File: src/rtl/fetch_unit_if.sv
// Fetch-side bus: decode control in, instruction memory port, registered
// instruction out to decode.
interface fetch_unit_if #(
    parameter int PC_WIDTH    = 16,
    parameter int INSTR_WIDTH = 16
);
    logic                   stall;
    logic                   is_branch_taken;
    logic [PC_WIDTH-1:0]    branch_target;
    logic                   imem_req;
    logic [PC_WIDTH-1:0]    imem_addr;
    logic [INSTR_WIDTH-1:0] imem_rdata;
    logic [INSTR_WIDTH-1:0] instr;
    logic                   instr_valid;
    logic [PC_WIDTH-1:0]    pc_out;

    modport master (
        input  stall, is_branch_taken, branch_target, imem_rdata,
        output imem_req, imem_addr, instr, instr_valid, pc_out
    );

    modport slave (
        output stall, is_branch_taken, branch_target, imem_rdata,
        input  imem_req, imem_addr, instr, instr_valid, pc_out
    );
endinterface

File: src/rtl/fetch_unit.sv
// Instruction fetch stage: PC generation, credit-limited prefetch FIFO,
// registered instruction output with stall and branch flush.
module fetch_unit #(
    parameter int                  DEPTH       = 4,
    parameter int                  PC_WIDTH    = 16,
    parameter int                  INSTR_WIDTH = 16,
    parameter logic [PC_WIDTH-1:0] RESET_PC    = '0
) (
    input logic          clk,
    input logic          reset,
    fetch_unit_if.master bus
);
    localparam int            AW      = $clog2(DEPTH);
    localparam logic [AW:0]   DEPTH_C = (AW+1)'(DEPTH);

    logic [PC_WIDTH-1:0]    pc;
    logic [PC_WIDTH-1:0]    req_pc;
    logic                   inflight;
    logic [AW:0]            count;
    logic [AW:0]            used;
    logic [AW-1:0]          wr_ptr;
    logic [AW-1:0]          rd_ptr;
    logic [PC_WIDTH-1:0]    addr_q [DEPTH];
    logic [INSTR_WIDTH-1:0] data_q [DEPTH];
    logic                   flush;
    logic                   req;
    logic                   push;
    logic                   pop;
    logic [INSTR_WIDTH-1:0] instr_r;
    logic                   valid_r;
    logic [PC_WIDTH-1:0]    pc_r;

    // An in-flight read holds a credit, so its push always finds space.
    assign flush = bus.is_branch_taken;
    assign used  = count + {{AW{1'b0}}, inflight};
    assign req   = reset && !flush && (used < DEPTH_C);
    assign push  = inflight && !flush;
    assign pop   = !flush && !bus.stall && (count != '0);

    assign bus.imem_req    = req;
    assign bus.imem_addr   = pc;
    assign bus.instr       = instr_r;
    assign bus.instr_valid = valid_r;
    assign bus.pc_out      = pc_r;

    always_ff @(posedge clk or negedge reset) begin
        if (!reset) begin
            pc       <= RESET_PC;
            req_pc   <= '0;
            inflight <= 1'b0;
        end else if (flush) begin
            pc       <= bus.branch_target;
            inflight <= 1'b0;
        end else begin
            inflight <= req;
            if (req) begin
                pc     <= pc + PC_WIDTH'(1);
                req_pc <= pc;
            end
        end
    end

    always_ff @(posedge clk or negedge reset) begin
        if (!reset) begin
            wr_ptr <= '0;
            rd_ptr <= '0;
            count  <= '0;
        end else if (flush) begin
            wr_ptr <= '0;
            rd_ptr <= '0;
            count  <= '0;
        end else begin
            if (push) wr_ptr <= wr_ptr + AW'(1);
            if (pop)  rd_ptr <= rd_ptr + AW'(1);
            unique case ({push, pop})
                2'b10:   count <= count + (AW+1)'(1);
                2'b01:   count <= count - (AW+1)'(1);
                default: count <= count;
            endcase
        end
    end

    always_ff @(posedge clk) begin
        if (push) begin
            addr_q[wr_ptr] <= req_pc;
            data_q[wr_ptr] <= bus.imem_rdata;
        end
    end

    always_ff @(posedge clk or negedge reset) begin
        if (!reset) begin
            instr_r <= '0;
            valid_r <= 1'b0;
            pc_r    <= '0;
        end else if (flush) begin
            instr_r <= '0;
            valid_r <= 1'b0;
            pc_r    <= '0;
        end else if (bus.stall) begin
            instr_r <= instr_r;
            valid_r <= valid_r;
            pc_r    <= pc_r;
        end else if (pop) begin
            instr_r <= data_q[rd_ptr];
            valid_r <= 1'b1;
            pc_r    <= addr_q[rd_ptr];
        end else begin
            instr_r <= '0;
            valid_r <= 1'b0;
            pc_r    <= '0;
        end
    end
endmodule
File: src/flat_wrapper.sv
// flat-port wrapper written by rule: the top's interface ports become plain ports
module fetch_unit_flat 
#(
    parameter int                  DEPTH       = 4,
    parameter int                  PC_WIDTH    = 16,
    parameter int                  INSTR_WIDTH = 16,
    parameter logic [PC_WIDTH-1:0] RESET_PC    = '0
)
  (clk, reset, bus_stall, bus_is_branch_taken, bus_branch_target, bus_imem_rdata, bus_imem_req, bus_imem_addr, bus_instr, bus_instr_valid, bus_pc_out);
  fetch_unit_if #(.PC_WIDTH(PC_WIDTH), .INSTR_WIDTH(INSTR_WIDTH)) bus_i ();
  input logic clk;
  input logic reset;
  input wire logic [$bits(bus_i.stall)-1:0] bus_stall;
  input wire logic [$bits(bus_i.is_branch_taken)-1:0] bus_is_branch_taken;
  input wire logic [$bits(bus_i.branch_target)-1:0] bus_branch_target;
  input wire logic [$bits(bus_i.imem_rdata)-1:0] bus_imem_rdata;
  output wire logic [$bits(bus_i.imem_req)-1:0] bus_imem_req;
  output wire logic [$bits(bus_i.imem_addr)-1:0] bus_imem_addr;
  output wire logic [$bits(bus_i.instr)-1:0] bus_instr;
  output wire logic [$bits(bus_i.instr_valid)-1:0] bus_instr_valid;
  output wire logic [$bits(bus_i.pc_out)-1:0] bus_pc_out;
  assign bus_i.stall = bus_stall;
  assign bus_i.is_branch_taken = bus_is_branch_taken;
  assign bus_i.branch_target = bus_branch_target;
  assign bus_i.imem_rdata = bus_imem_rdata;
  assign bus_imem_req = bus_i.imem_req;
  assign bus_imem_addr = bus_i.imem_addr;
  assign bus_instr = bus_i.instr;
  assign bus_instr_valid = bus_i.instr_valid;
  assign bus_pc_out = bus_i.pc_out;
  fetch_unit #(.DEPTH(DEPTH), .PC_WIDTH(PC_WIDTH), .INSTR_WIDTH(INSTR_WIDTH), .RESET_PC(RESET_PC)) u_core (.clk(clk), .reset(reset), .bus(bus_i));
endmodule
File: config.mk
export PLATFORM = sky130hd
export DESIGN_NAME = fetch_unit_flat
export DESIGN_NICKNAME = d
export VERILOG_FILES = /design/src/rtl/fetch_unit_if.sv /design/src/rtl/fetch_unit.sv /design/src/flat_wrapper.sv
export SDC_FILE = /design/constraint.sdc
export NUM_CORES = 1
export LEC_CHECK = 0
export ABC_AREA = 1
export ABC_CLOCK_PERIOD_IN_PS = 6650
export CAP_MARGIN = 10
export CELL_PAD_IN_SITES_DETAIL_PLACEMENT = 1
export CELL_PAD_IN_SITES_GLOBAL_PLACEMENT = 2
export CORE_ASPECT_RATIO = 0.6
export CORE_MARGIN = 4
export CORE_UTILIZATION = 40
export DETAILED_ROUTE_END_ITERATION = 8
export GPL_ROUTABILITY_DRIVEN = 0
export PLACE_DENSITY_LB_ADDON = 0.1
export SLEW_MARGIN = 20
export SYNTH_ARGS = -nofsm -noshare
export SYNTH_HDL_FRONTEND = slang
export SYNTH_SLANG_ARGS = --single-unit
export TNS_END_PERCENT = 50
File: constraint.sdc
create_clock -name clk -period 6.65 [get_ports clk]
set_input_delay 0.9975 -clock clk [delete_from_list [all_inputs] [get_ports clk]]
set_output_delay 0.9975 -clock clk [all_outputs]
set_load 0.05 [all_outputs]
==> flow_metrics.env, run 1 <==
export IMPL_post_cts_buffers=0
export IMPL_ys_seq_area_frac=0.6871
export IMPL_drc=0
export IMPL_period_share=0.6312
export IMPL_rsz0062_at_grt="false"
export IMPL_num_vias=6003
export IMPL_crit_path_max_incr_delay_ns=0.88
export IMPL_fmax_ghz=0.2382
export IMPL_cts_tree="yes"
export IMPL_fin_skew_ns=0.01191
export IMPL_routed_wl_um=22930
export IMPL_slowest_stage="clkdlybuf4s50_1"
export IMPL_grt_max_degree=69
export IMPL_hold_path_class="primary input to asynchronous set/reset pin"
export IMPL_h_tree_depth=1
export IMPL_die_area_mm2=0.02307
export IMPL_die_h_um=119.3
export IMPL_root_buffer="clkbuf_16"
export IMPL_finalSetupViolCount=0
export IMPL_drive_above_1_share=0.06328
export IMPL_grt_pass1_wl_um=36920
export IMPL_drt_first_pass_iters=5
export IMPL_rows=40
export IMPL_ctsResizeCount=0
export IMPL_first_global_vias=6479
export IMPL_fin_crit_ns=4.197
export IMPL_grt_overflow_total=0
export IMPL_cp_arrival_ns=3.20
export IMPL_diodes=0
export IMPL_hold_viol_final=0
export IMPL_path_buf_inv=4
export IMPL_max_slew_margin_rel=0.3313
export IMPL_nets=912
export IMPL_clk_pin_slew_worst_paths_ns=0.06
export IMPL_crit_top_cell="clkdlybuf4s50_1"
export IMPL_hold_ws_ns=0.4266
export IMPL_cap_violations=0
export IMPL_antenna_found_initial=0
export IMPL_ctsHoldBuffers=0
export IMPL_drt_initial_drc_count=364
export IMPL_p_leak_nw=4.141
export IMPL_vias_per_cell=5.184
export IMPL_crit_type="primary input to primary output"
export IMPL_clk_insertion_delay_late_ns=0.50
export IMPL_avgSynthCellArea_um2=10.46
export IMPL_wire_per_inst_um=19.80
export IMPL_io_buffers=85
export IMPL_dp_final_hpwl_um=14390
export IMPL_syn_area_mm2=0.008253
export IMPL_yosysWarnings=0
export IMPL_postRouteAntennaNets=0
export IMPL_die_width_um=193.4
export IMPL_clock_path_buffers=3
export IMPL_numCtsBuffers=21
export IMPL_peakVddDrop_mv=0.2093
export IMPL_status="completed"
export IMPL_synth_seq_cells=201
export IMPL_design_portCount=86
export IMPL_finalSetupTns_ns=0
export IMPL_areaGrowthSynthToFinish_pct=22.67
export IMPL_worst_slew_pin_slew_ns=1.002
export IMPL_critPathRequiredTime_ns=5.65
export IMPL_drv_slew=0
export IMPL_path_delay_family="buffers and inverters"
export IMPL_cp_max_fo=42
export IMPL_initial_utilization=0.4102
export IMPL_synth_cell_type_count=24
export IMPL_cp_cell_sequence="clkdlybuf4s50_1 > nor2_1 > nand3_2 > buf_4 > inv_2 > clkdlybuf4s50_1"
export IMPL_numClockSinks=201
export IMPL_synthCells=789
export IMPL_startpoint_type="primary input"
export IMPL_grt_usage=0.2010
export IMPL_p_per_area_mw_per_mm2=293.3
export IMPL_end_kind="primary output"
export IMPL_synth_net_count=831
export IMPL_coreArea_mm2=0.02012
==> per-stage QoR <==
stage | utilization | power [mW] | area [µm²] | std cells | worst slack, ns
detailed placement | 0.4706 | 1.875 | 9468 | 1120 | 2.464
floorplan | - | 1.705 | 8253 | 789 | 3.518
finish | 0.5032 | 2.969 | 10120 | 1158 | 2.453
CTS | 0.5031 | 3.006 | 10120 | 1158 | 2.460
global placement | 0.4651 | 1.857 | 9358 | 1116 | 2.469
global route | 0.5032 | 3.104 | 10120 | 1158 | 2.275
==> synth_stat cells (all sizes together) <==
| cell | number | area share |
|---|---|---|
| a21oi | 1 | 0.00061 |
| buf | 18 | 0.012 |
| clkbuf | 22 | 0.010 |
| clkinv | 1 | 0.00045 |
| dfrtp | 73 | 0.22 |
| edfxtp | 128 | 0.47 |
| fa | 1 | 0.0024 |
| ha | 5 | 0.0076 |
| inv | 37 | 0.017 |
| nand2 | 267 | 0.12 |
| nand3 | 176 | 0.11 |
| nand4 | 4 | 0.0030 |
| nor2 | 28 | 0.013 |
| nor3 | 3 | 0.0018 |
| o21ai | 23 | 0.014 |
| or2 | 1 | 0.00076 |
| xnor2 | 1 | 0.0011 |
==> per-layer routing <==
layer | part of all wire | vias up | track usage
li1 | - | 2834 | -
met4 | 0.014 | 0 | 0.03625
met2 | 0.46 | 112 | 0.3209
met5 | 0 | - | 0
met3 | 0.036 | 30 | 0.02969
met1 | 0.49 | 3027 | 0.2977
==> worst register-to-register path, delay by kind of cell, from the launching register on <==
kind          cells  cell delay (ns)
simple gates      6             0.70
flops             1             0.45
fa+ha+maj         1             0.39
xor+xnor          1             0.23
buf+inv           2             0.17
==> final cells by class <==
class                      instances  area, µm²
multi-input combinational        510       2286
tap                              273      341.6
sequential                       201       5672
fill                            2167       9996
inverter                          38      143.9
timing repair buffer              98       1026
clock buffer                      34      624.3
clock inverter                     4      30.03
==> where the power goes <==
group          internal (mW)  switching (mW)  total [mW]
Clock                  0.644           0.477        1.12
Sequential              1.41          0.0717        1.48
Combinational          0.116           0.255       0.371
Total                   2.17           0.804        2.97
==> sequential cells by signal, indices dropped and copies added, names as in the netlist <==
register	cells
u_core.bus.pc_out	16
u_core.inflight	1
u_core.count	3
u_core.bus.instr_valid	1
u_core.wr_ptr	2
u_core.rd_ptr	2
u_core.data_q	64
u_core.bus.imem_addr	16
u_core.addr_q	64
u_core.bus.instr	16
u_core.req_pc	16
==> cell usage in the layout, fill, tap and decap left out, types with 2 or more instances in the layout <==
cell type,synthesis,layout
buf_4,3,10
nand4_1,4,4
ha_1,5,5
nand2_1,266,266
clkbuf_1,22,8
edfxtp_1,128,128
nor3_1,3,3
nor2_4,0,4
buf_16,0,4
clkbuf_16,0,21
clkbuf_8,0,5
dfrtp_1,73,72
inv_1,35,34
o21ai_0,23,23
clkdlybuf4s50_1,0,84
nand3_1,175,175
clkinv_2,0,2
inv_2,2,2
nor2_1,27,23
==> path summary, 6_finish.rpt <==
| path | startpoint | endpoint | slack (ns) | depth (start not counted) |
|---|---|---|---|---|
| worst min register to register | u_core.bus.pc_out[5] | u_core.bus.pc_out[5] | 0.51 | 2 |
| max in group asynchronous | reset | u_core.rd_ptr[0] | 5.15 | 2 |
| worst min-delay path | reset | u_core.bus.pc_out[8] | 0.43 | 1 |
| min in group clk | u_core.bus.pc_out[5] | u_core.bus.pc_out[5] | 0.51 | 2 |
| worst max-delay path | bus_is_branch_taken | bus_imem_req | 2.45 | 6 |
| worst max register to register | u_core.inflight | u_core.count[2] | 4.63 | 10 |
==> cell families after synthesis <==
kind of cell             synth area share
XOR/XNOR                         0.001061
flip-flops                         0.6871
AO/OA/AOI/OAI                     0.01455
AND/OR/NAND/NOR                    0.2477
buffers and inverters             0.03957
adder cells (fa/ha/maj)           0.01001
No activity file was read; power rests on OpenSTA's default activity.
==> inputs of run 2 (changes only) <==
- ABC_CLOCK_PERIOD_IN_PS: 6650 -> 4100
- CORE_UTILIZATION: 40 -> 37
- clock period: 6.65 -> 4.1 ns (I/O delays scaled with it)
==> run 2 against run 1 <==
  * Power grew 65%
  * Setup slack lost 1.3 ns
  * Sequential cell count is the same
  * Clock skew grew 0.014 ns
  * Sequential power grew 61%
  * Routed wire length grew 1.3%
  * Core utilization shrank 4.3 points
  * Critical path depth grew 1
  * Cell count grew 1.1%
  * Register-to-register slack lost 2.5 ns
  * Highest routed layer unchanged
==> flow_metrics.env, run 2 (synthesized netlist as in run 1, its figures left out) <==
export IMPL_power_frac_clock=0.389
export IMPL_finalSetupViolCount=0
export IMPL_nets=914
export IMPL_grt_usage=0.1900
export IMPL_p_total_mw=4.908
export IMPL_drc=0
export IMPL_cts_tree="yes"
export IMPL_p_leak_nw=4.144
export IMPL_cp_max_fo=19
export IMPL_postRouteAntennaNets=0
export IMPL_die_h_um=123.7
export IMPL_p_per_area_mw_per_mm2=485.3
export IMPL_status="completed"
export IMPL_first_global_vias=6408
export IMPL_layout_common_cells="266 x nand2_1, 175 x nand3_1, 128 x edfxtp_1"
export IMPL_peakVddDrop_mv=0.2270
export IMPL_dp_cells=1135
export IMPL_fin_skew_ns=0.02555
export IMPL_period_share=0.7250
export IMPL_cp_arrival_ns=2.36
export IMPL_critPathRequiredTime_ns=3.48
export IMPL_areaGrowthSynthToFinish_pct=22.54
export IMPL_crit_type="primary input to primary output"
export IMPL_grt_max_degree=65
export IMPL_die_width_um=200.8
export IMPL_worst_slew_pin_slew_ns=0.8243
export IMPL_finalSetupTns_ns=0
export IMPL_h_tree_depth=1
export IMPL_io_buffers=85
export IMPL_die_area_mm2=0.02484
export IMPL_grt_pass1_wl_um=37090
export IMPL_hold_viol_final=0
export IMPL_wire_per_inst_um=19.84
export IMPL_combPwrFrac=0.125
export IMPL_r2r_start="u_core.inflight"
export IMPL_clock_path_buffers=3
export IMPL_max_slew_margin_rel=0.4491
export IMPL_fillerInstances=2413
export IMPL_diodes=0
export IMPL_numCtsBuffers=20
export IMPL_reg2regPathDepth=10
export IMPL_cp_cell_sequence="dlygate4sd3_1 > buf_4 > inv_1 > nor2_1 > nand3_2 > inv_2 > buf_12"
export IMPL_slowest_stage="dlygate4sd3_1"
export IMPL_rsz0062_at_grt="false"
export IMPL_num_vias=5985
export IMPL_fmax_ghz=0.3364
export IMPL_clk_pin_slew_worst_paths_ns=0.06
export IMPL_crit_path_max_incr_delay_ns=0.52
export IMPL_hold_path_class="flip-flop to flip-flop"
export IMPL_drv_slew=0
export IMPL_vias_per_cell=5.111
export IMPL_initial_utilization=0.3757
export IMPL_final_common_cell="nand2_1"
export IMPL_hold_start="u_core.bus.instr[2]"
export IMPL_cap_violations=0
export IMPL_clk_insertion_delay_late_ns=0.51
export IMPL_cp_startpoint="reset"
export IMPL_fin_crit_ns=2.972
export IMPL_rows=42
export IMPL_drt_first_pass_iters=4
export IMPL_drive_above_1_share=0.06554
export IMPL_coreArea_mm2=0.02197
export IMPL_antenna_found_initial=0
export IMPL_hold_depth=2
export IMPL_fin_util=0.4604
export IMPL_internal_power_mw=3.596
export IMPL_largestRegisters="u_core.addr_q: 64 flops, u_core.data_q: 64 flops"
export IMPL_drt_initial_drc_count=354
export IMPL_end_kind="primary output"
export IMPL_numClockSinks=201
export IMPL_routed_wl_um=23230
export IMPL_root_buffer="clkbuf_16"
export IMPL_design_portCount=86
export IMPL_grt_overflow_total=0
export IMPL_dp_final_hpwl_um=14190
export IMPL_fin_cells=1171
export IMPL_ctsResizeCount=0
export IMPL_p_sw_frac=0.2673
export IMPL_seqPwrFrac=0.487
export IMPL_startpoint_type="primary input"
export IMPL_power_switching_mw=1.312
## run 2: cell count changes in the layout (fill, tap and decap cells not counted), moves of 2 or more
cell / previous run / this run
buf_16: 4 / 0
buf_4: 10 / 16
bufinv_16: 0 / 3
clkbuf_1: 8 / 6
clkbuf_8: 5 / 2
## run 2: final timing paths
kind | end | slack, ns
max | bus_imem_req | 1.13
min reg2reg | u_core.bus.instr[2] | 0.51
max in group asynchronous | u_core.rd_ptr[0] | 2.40
min | u_core.bus.instr[2] | 0.51
min in group asynchronous | u_core.bus.pc_out[11] | 0.54
max reg2reg | u_core.count[2] | 2.10
## run 2: repair_timing
item,CTS,global route
hold buffers,1,0
buffers inserted,0,0
endpoints found under the hold margin,5,0
endpoints found under the setup margin,0,0
## run 2: area by class of cell
class                      instances  area, µm²  share of cell area
clock buffer                      28      550.5             0.05444
clock inverter                     7      123.9             0.01225
inverter                          38      142.6             0.01410
multi-input combinational        510       2286              0.2260
sequential                       201       5672              0.5608
tap                              286      357.8             0.03538
timing repair buffer             101      980.9             0.09699
## run 2: critical path: cells and delay by family
family | cells | cell delay, ns
buf+inv | 5 | 1.48
simple gates | 2 | 0.24
## run 2: routing by layer
metal	GRT usage	share of wire	vias to the layer above
met3	0.02992	0.036	23
met2	0.2967	0.43	97
met5	0	0	-
met4	0.02878	0.012	0
met1	0.2892	0.52	3035
li1	-	-	2830
## run 2: power groups by stage
stage          Sequential (mW)  Clock [mW]  Combinational (mW)
2_1_floorplan             2.52           0               0.246
3_3_place_gp              2.42           0               0.605
3_5_place_dp              2.43           0               0.619
4_1_cts                   2.39        1.96               0.623
5_1_grt                   2.40        2.06               0.678
6_report                  2.39        1.91               0.612
## run 2: through the flow
stage                     hold WS, ns  setup slack (ns)  cell area [µm²]
after floorplan                0.3194             1.351             8253
after global placement         0.4931             1.350             9429
after detailed placement       0.4984             1.296             9429
after CTS                      0.5170             1.102            10110
after global routing           0.5341            0.9901            10110
final                          0.5144             1.128            10110
==> inputs of run 3 (changes only) <==
- ABC_CLOCK_PERIOD_IN_PS: 4100 -> 2500
- CORE_UTILIZATION: 37 -> 33
- clock period: 4.1 -> 2.5 ns (I/O delays scaled with it)
==> run 3 against run 2 <==
  * Cell area grew 1.5%
  * Setup slack lost 0.92 ns
  * Hold slack lost 0.51 ns
  * Clock skew shrank 0.0068 ns
  * Critical path depth shrank 6
  * Via count shrank 0.12%
==> flow_metrics.env, run 3 (synthesized netlist as in run 1, its figures left out) <==
export IMPL_startpoint_type="flip-flop"
export IMPL_post_cts_buffers=0
export IMPL_h_tree_depth=1
export IMPL_reg2regPathDepth=11
export IMPL_final_common_cell="nand2_1"
export IMPL_fin_crit_ns=2.291
export IMPL_worst_slack_ns=0.2087
export IMPL_drt_first_pass_iters=5
export IMPL_areaGrowthSynthToFinish_pct=24.36
export IMPL_drc=0
export IMPL_peakVddDrop_mv=0.3815
export IMPL_numCtsBuffers=21
export IMPL_initial_utilization=0.3384
export IMPL_rows=44
export IMPL_worst_slew_pin_slew_ns=0.7236
export IMPL_grt_usage=0.1719
export IMPL_fin_skew_ns=0.01876
export IMPL_end_kind="primary output"
export IMPL_p_total_mw=8.040
export IMPL_hold_viol_final=0
export IMPL_grt_overflow_total=0
export IMPL_drv_slew=0
export IMPL_grt_pass1_wl_um=36950
export IMPL_nets=920
export IMPL_hold_ws_ns=0.006871
export IMPL_vias_per_cell=4.920
export IMPL_finalSetupTns_ns=0
export IMPL_hold_path_class="primary input to asynchronous set/reset pin"
export IMPL_drive_above_1_share=0.07951
export IMPL_dp_final_hpwl_um=14810
export IMPL_rsz0062_at_grt="false"
export IMPL_cp_startpoint="u_core.bus.imem_addr[9]"
export IMPL_crit_path_max_incr_delay_ns=0.90
export IMPL_drt_initial_drc_count=369
export IMPL_io_buffers=85
export IMPL_clock_path_buffers=3
export IMPL_dp_cells=1177
export IMPL_design_portCount=86
export IMPL_fin_cells=1215
export IMPL_slowest_stage="clkdlybuf4s50_1"
export IMPL_period_share=0.9165
export IMPL_r2r_start="u_core.count[1]"
export IMPL_detailed_place_area_mm2=0.009582
export IMPL_crit_type="flip-flop to primary output"
export IMPL_cp_max_fo=7
export IMPL_reg2reg_to="u_core.count[2]"
export IMPL_antenna_found_initial=0
export IMPL_root_buffer="clkbuf_16"
export IMPL_critPathRequiredTime_ns=2.12
export IMPL_clk_insertion_delay_late_ns=0.50
export IMPL_postRouteAntennaNets=0
export IMPL_max_slew_margin_rel=0.5176
export IMPL_die_width_um=212.2
export IMPL_cp_cell_sequence="clkdlybuf4s50_1"
export IMPL_cts_tree="yes"
export IMPL_diodes=0
export IMPL_numClockSinks=201
export IMPL_ctsResizeCount=0
export IMPL_layout_common_cells="266 x nand2_1, 175 x nand3_1, 128 x edfxtp_1"
export IMPL_num_vias=5978
export IMPL_ctsHoldBuffers=0
export IMPL_path_depth=1
export IMPL_cap_violations=0
export IMPL_largestRegisters="u_core.addr_q: 64 flops, u_core.data_q: 64 flops"
export IMPL_first_global_vias=6384
export IMPL_coreArea_mm2=0.02439
export IMPL_status="completed"
export IMPL_fmax_ghz=0.4364
export IMPL_clk_pin_slew_worst_paths_ns=0.07
export IMPL_path_delay_family="buffers and inverters"
export IMPL_die_area_mm2=0.02769
export IMPL_stdcell_area_mm2=0.01026
export IMPL_die_h_um=130.5
export IMPL_routed_wl_um=23550
export IMPL_pre_cts_ws_ns=0.1502
export IMPL_wire_per_inst_um=19.39
export IMPL_p_per_area_mw_per_mm2=783.4
export IMPL_reg2reg_slack_ns=0.52
export IMPL_p_leak_nw=4.201
export IMPL_finalSetupViolCount=0
export IMPL_fillerInstances=2679
export IMPL_fin_util=0.4208
export IMPL_cp_arrival_ns=1.92
export IMPL_crit_end="bus_imem_addr[9]"
export IMPL_grt_max_degree=65
export IMPL_path_buf_inv=1
[run 3: cell types whose count changed in the layout (fill, tap and decap cells not counted), sizes merged]
cell	change
buf	+6
bufinv	-2
clkbuf	-1
clkinv	+3
dlygate4sd3	-1
inv	+3
[run 3: metal layers]
metal	wire length, µm	share of wire	up-vias	GRT usage
li1	-	-	2842	-
met1	11580	0.49	2995	0.2599
met2	10380	0.44	113	0.2643
met3	1185	0.050	28	0.02601
met4	403	0.017	0	0.03771
met5	0	0	-	0
[run 3: worst min path at each step]
stage                              from                 endpoint  slack [ns]  depth (start not counted)
global placement      u_core.req_pc[10]     u_core.addr_q[3][10]        0.49                          0
finish                            reset     u_core.bus.pc_out[0]       0.007                          2
detailed placement  u_core.bus.instr[8]      u_core.bus.instr[8]        0.50                          2
CTS                               reset      u_core.bus.instr[9]        0.02                          2
global route                      reset    u_core.bus.pc_out[11]        0.03                          2
floorplan                         reset  u_core.bus.imem_addr[0]        0.08                          0
[run 3: cell type report]
cell class | count | area [µm²] | share of cell area
sequential | 201 | 5672 | 0.5526
multi-input combinational | 510 | 2286 | 0.2227
clock inverter | 11 | 93.84 | 0.009143
clock buffer | 27 | 588.1 | 0.05730
tap | 322 | 402.9 | 0.03925
timing repair buffer | 106 | 1079 | 0.1051
inverter | 38 | 142.6 | 0.01390
[run 3: report_power, final]
| part | internal, mW | switching, mW |
|---|---|---|
| clock network | 1.78 | 1.32 |
| logic | 0.319 | 0.689 |
| registers | 3.74 | 0.191 |
| total | 5.84 | 2.20 |
==> variant 1 (flow settings as in run 1) <==
Make the reset (`reset`) synchronous in 3 clocked blocks.
--- a/src/rtl/fetch_unit.sv
+++ b/src/rtl/fetch_unit.sv
@@ -44,5 +44,5 @@
     assign bus.pc_out      = pc_r;
 
-    always_ff @(posedge clk or negedge reset) begin
+    always_ff @(posedge clk) begin
         if (!reset) begin
             pc       <= RESET_PC;
@@ -61,5 +61,5 @@
     end
 
-    always_ff @(posedge clk or negedge reset) begin
+    always_ff @(posedge clk) begin
         if (!reset) begin
             wr_ptr <= '0;
@@ -88,5 +88,5 @@
     end
 
-    always_ff @(posedge clk or negedge reset) begin
+    always_ff @(posedge clk) begin
         if (!reset) begin
             instr_r <= '0;
Function: differs if reset is asserted again (counterexample within 4 cycles, from zero or initial values and one cycle with reset low); with reset held inactive, the same outputs for 4 cycles.
==> variant 1 against run 1 <==
Design area is 2.2% lower. Setup slack worse by 0.69 ns. Die area is 2.1% lower. Hold slack better by 0.027 ns. Critical endpoint unchanged. Wire length is 7.9% lower. Clock skew is 0.00085 ns higher. Synthesized area is 2.2% lower. Register-to-register slack worse by 0.69 ns. Sequential cell count is 2 higher. Cell count is 0.78% lower.
Power is not compared: it rests on default switching activity, and its combinational part moved more than twofold at a synthesized area within 25%.
==> variant 1: results (changes against run 1) <==
stage	metric	value	unit	change
synthesis	yosys-top-cells-area	edfxtp_1, dfxtp_1, nand2_1		
synthesis	netlist_instances	796		+0.89%
finish	area_delta_synth_final	22.7	%	about the same
global_route	grt_pass1_vias	6290		-2.9%
synthesis	yosysSeqAreaShare	66.2	%	-2.5 points
timing	relSlewSlack	41.2	%	+8.0 points
synthesis	synth_cell_types	29		+21%
route	wl	21100	um	-7.9%
route	first_pass_iters	4		-1
synthesis	async_reset_ff_share	0	%	-36 points
synthesis	yosys-top-cells-count	nand2_1, edfxtp_1, nor2_1		
global_route	grt_pass1_wl	34000	um	-7.8%
timing	skew	0.0128	ns	+0.000853 ns
finish	drive_above_1_share	6.23	%	-0.099 points
critical_path	slowest_delay	0.90	ns	+0.02 ns
global_route	track_usage	18.7	%	-1.4 points
route	drt_iter0_drc	377		+3.6%
synthesis	synth_adder_area_share	1.18	%	+0.18 points
route	num_vias	5935		-1.1%
clock_tree	cts_made_buffers	20		-4.8%
global_route	grt_max_degree	66		-4.3%
run_status	status	finished clean		
route	vias_per_cell	5.17		-0.36%
synthesis	synthXorXnorAreaFrac	0.434	%	+0.33 points
critical_path	path_max_fanout	41		-2.4%
timing	hold_violations	0		unchanged
critical_path	crit_start	bus_is_branch_taken		
finish	fill_cells	2159		-0.37%
placed_design	place_ws	1.75	ns	-0.710 ns
placed_design	hpwl	13300	um	-7.8%
hold_path	hp-class	reg2reg		
critical_path	rr_worst_depth	6		-4
critical_path	rrSetupSlack	3.94	ns	-0.69 ns
critical_path	r2r-end	u_core.bus.pc_out[15]		
critical_path	cp.arrival	3.89	ns	+0.69 ns
[variant 1: cell types whose count changed in the layout (fill, tap and decap cells not counted), sizes merged, moves of 3 or more]
cell,delta
a21boi,+3
a21oi,+68
buf,-5
clkbuf,-5
dfrtp,-73
dfxtp,+75
inv,+7
nand2,-129
nand3,-142
nor2,+96
o21ai,+95
[variant 1: power breakdown]
group | switching, mW | internal (mW) | total, mW
Clock | 0.478 | 0.704 | 1.18
Combinational | 0.0924 | 0.0525 | 0.145
Sequential | 0.0222 | 1.36 | 1.38
[variant 1: final cells by class]
type                            count  area share (%)
Sequential cell                   203            54.0
Inverter                           45            1.73
Clock buffer                       29            6.01
Multi-Input combinational cell    505            23.9
Tap cell                          266            3.36
Clock inverter                      7           0.947
Timing Repair Buffer               94            10.1
[variant 1: routing by layer]
layer,wire length (um),vias to the layer above,part of all wire (%),GRT usage (%)
met5,0,-,0,0
met4,293,0,1.4,3.45
met3,813,22,3.9,3.20
met2,9660,92,46,29.9
met1,10300,2971,49,27.1
li1,-,2850,-,-
==> variant 2 (settings of run 1) <==
Without the edit above. `DEPTH` is set to 4 in 2 places; all go to 16.
--- a/src/rtl/fetch_unit.sv
+++ b/src/rtl/fetch_unit.sv
@@ -2,5 +2,5 @@
 // registered instruction output with stall and branch flush.
 module fetch_unit #(
-    parameter int                  DEPTH       = 4,
+    parameter int                  DEPTH       = 16,
     parameter int                  PC_WIDTH    = 16,
     parameter int                  INSTR_WIDTH = 16,
--- a/src/flat_wrapper.sv
+++ b/src/flat_wrapper.sv
@@ -2,5 +2,5 @@
 module fetch_unit_flat 
 #(
-    parameter int                  DEPTH       = 4,
+    parameter int                  DEPTH       = 16,
     parameter int                  PC_WIDTH    = 16,
     parameter int                  INSTR_WIDTH = 16,
Check against the original RTL: not equivalent (a bounded check fails within 10 cycles, from zero or initial values and one cycle with reset low).
==> variant 2 against run 1 <==
Wire length grew to 2.9 times the old value. Die area grew to 2.7 times the old value. Synthesized area grew to 2.9 times the old value. Setup slack lost 0.28 ns. Global-route usage grew 0.64 points. Power grew to 3.1 times the old value. Combinational power grew to 4.5 times the old value. Design area grew to 2.7 times the old value. Sequential power grew to 2.9 times the old value. Sequential cell count grew 390.
==> variant 2: results (changes against run 1) <==
stage	metric	value	unit	change
placed_design	placed_cells	2588		+130%
synthesis	yosys-top-cells-count	edfxtp_1, nor2_1, o21ai_0		
finish	fill_cells	5894		+170%
finish	inv_count	42		+11%
power	pg_comb	1.68	mW	+350%
synthesis	syn_area_per_cell	13.0	um^2	+24%
finish	multi_input_comb_cells	1070		+110%
critical_path	rr_worst_depth	8		-2
power	power_leakage	9.15	nW	+120%
clock_tree	clk_pin_slew_worst_paths	0.06	ns	about the same
placed_design	dpl_cell_area	0.0251	mm^2	+160%
clock_tree	clock_path_buffers	3		unchanged
critical_path	slowest_delay	1.07	ns	+0.19 ns
synthesis	async_reset_ff_share	13.4	%	-23 points
critical_path	r2r-end	u_core.bus.pc_out[4]		
power	seqPwrFrac	47.3	%	-2.4 points
critical_path	endpoint	bus_imem_req		
clock_tree	htreeDepth	2		+1
timing	worst_pin_slew	1.02	ns	+0.0179 ns
finish	postLayoutCoreUtil	46.4	%	-3.9 points
finish	drive_above_1_share	7.53	%	+1.2 points
critical_path	path_max_fanout	22		-48%
synthesis	synth_cell_types	38		+58%
finish	n_all_buffers	117		+19%
placed_design	port_buffers	85		unchanged
finish	reg_top3	u_core.addr_q x256, u_core.data_q x256		
run_status	status	finished clean		
synthesis	syn_nets	1871		+130%
global_route	track_usage	20.7	%	+0.64 points
synthesis	yosys-top-cells-area	edfxtp_1, dfrtp_1, nor2_1		
power	switching_share	30.1	%	+3.0 points
placed_design	hpwl	35100	um	+140%
critical_path	cp.arrival	3.48	ns	+0.28 ns
finish	fin_cells	2696		+130%
clock_tree	cts_made_buffers	56		+170%
route	wl_per_cell	24.4	um	+23%
timing	skew	0.0196	ns	+0.00768 ns
finish	clkbuf_count	82		+140%
synthesis	yosysSeqAreaShare	73.3	%	+4.6 points
critical_path	rrSetupSlack	3.47	ns	-1.16 ns
route	num_vias	15000		+150%
timing	post-route-min-period	4.48	ns	+0.280 ns
finish	final-nonclk-buf-share	4.22	%	-5.9 points
global_route	grt_max_degree	139		+100%
clock_tree	insertion_delay	0.61	ns	+0.11 ns
placed_design	place_ws	2.12	ns	-0.346 ns
power	irDropWorstVdd	0.295	mV	+41%
critical_path	crit_start	bus_is_branch_taken		
clock_tree	cts_root_buf	clkbuf_16		
finish	multi_input_area	0.00551	mm^2	+140%
finish	seq_share	64.4	%	+8.4 points
timing	holdWs	0.367	ns	-0.0593 ns
finish	clock_cell_area_share	6.68	%	+0.21 points
power	switchingPower	2.77	mW	+240%
synthesis	synth_edf_count	512		+300%
finish	design.seq.count	591		+190%
route	drt_iter0_drc	1322		+260%
critical_path	reg2reg_from	u_core.rd_ptr[2]		
global_route	grt_pass1_wl	99700	um	+170%
floorplanning	rows	68		+70%
variant 2: changes by cell type in the layout (fill, tap and decap cells not counted), moves of 10 or more:
cell,run 1,this run
o221ai_1,0,70
o21ai_0,23,211
clkinv_1,1,11
o21ai_1,0,71
nor2_4,4,16
nand3_1,175,58
buf_4,10,30
nor2_1,23,277
o22ai_1,0,61
nand2_1,266,191
edfxtp_1,128,512
clkbuf_16,21,58
o211ai_1,0,69
variant 2: cell families after synthesis:
family	share of synthesized area, %
adders and majority gates	0.423
AOI/OAI and AO/OA	12.6
DFF	73.3
and+or+nand+nor	9.39
xor gates and xnor gates	0.333
buffers and inverters	3.94
variant 2: routing by layer:
layer | track usage [%] | part of all wire, % | vias to the layer above
li1 | - | - | 6875
met1 | 32.9 | 51 | 7758
met2 | 31.1 | 43 | 301
met3 | 2.67 | 4.4 | 67
met4 | 3.41 | 1.4 | 0
met5 | 0 | 0 | -
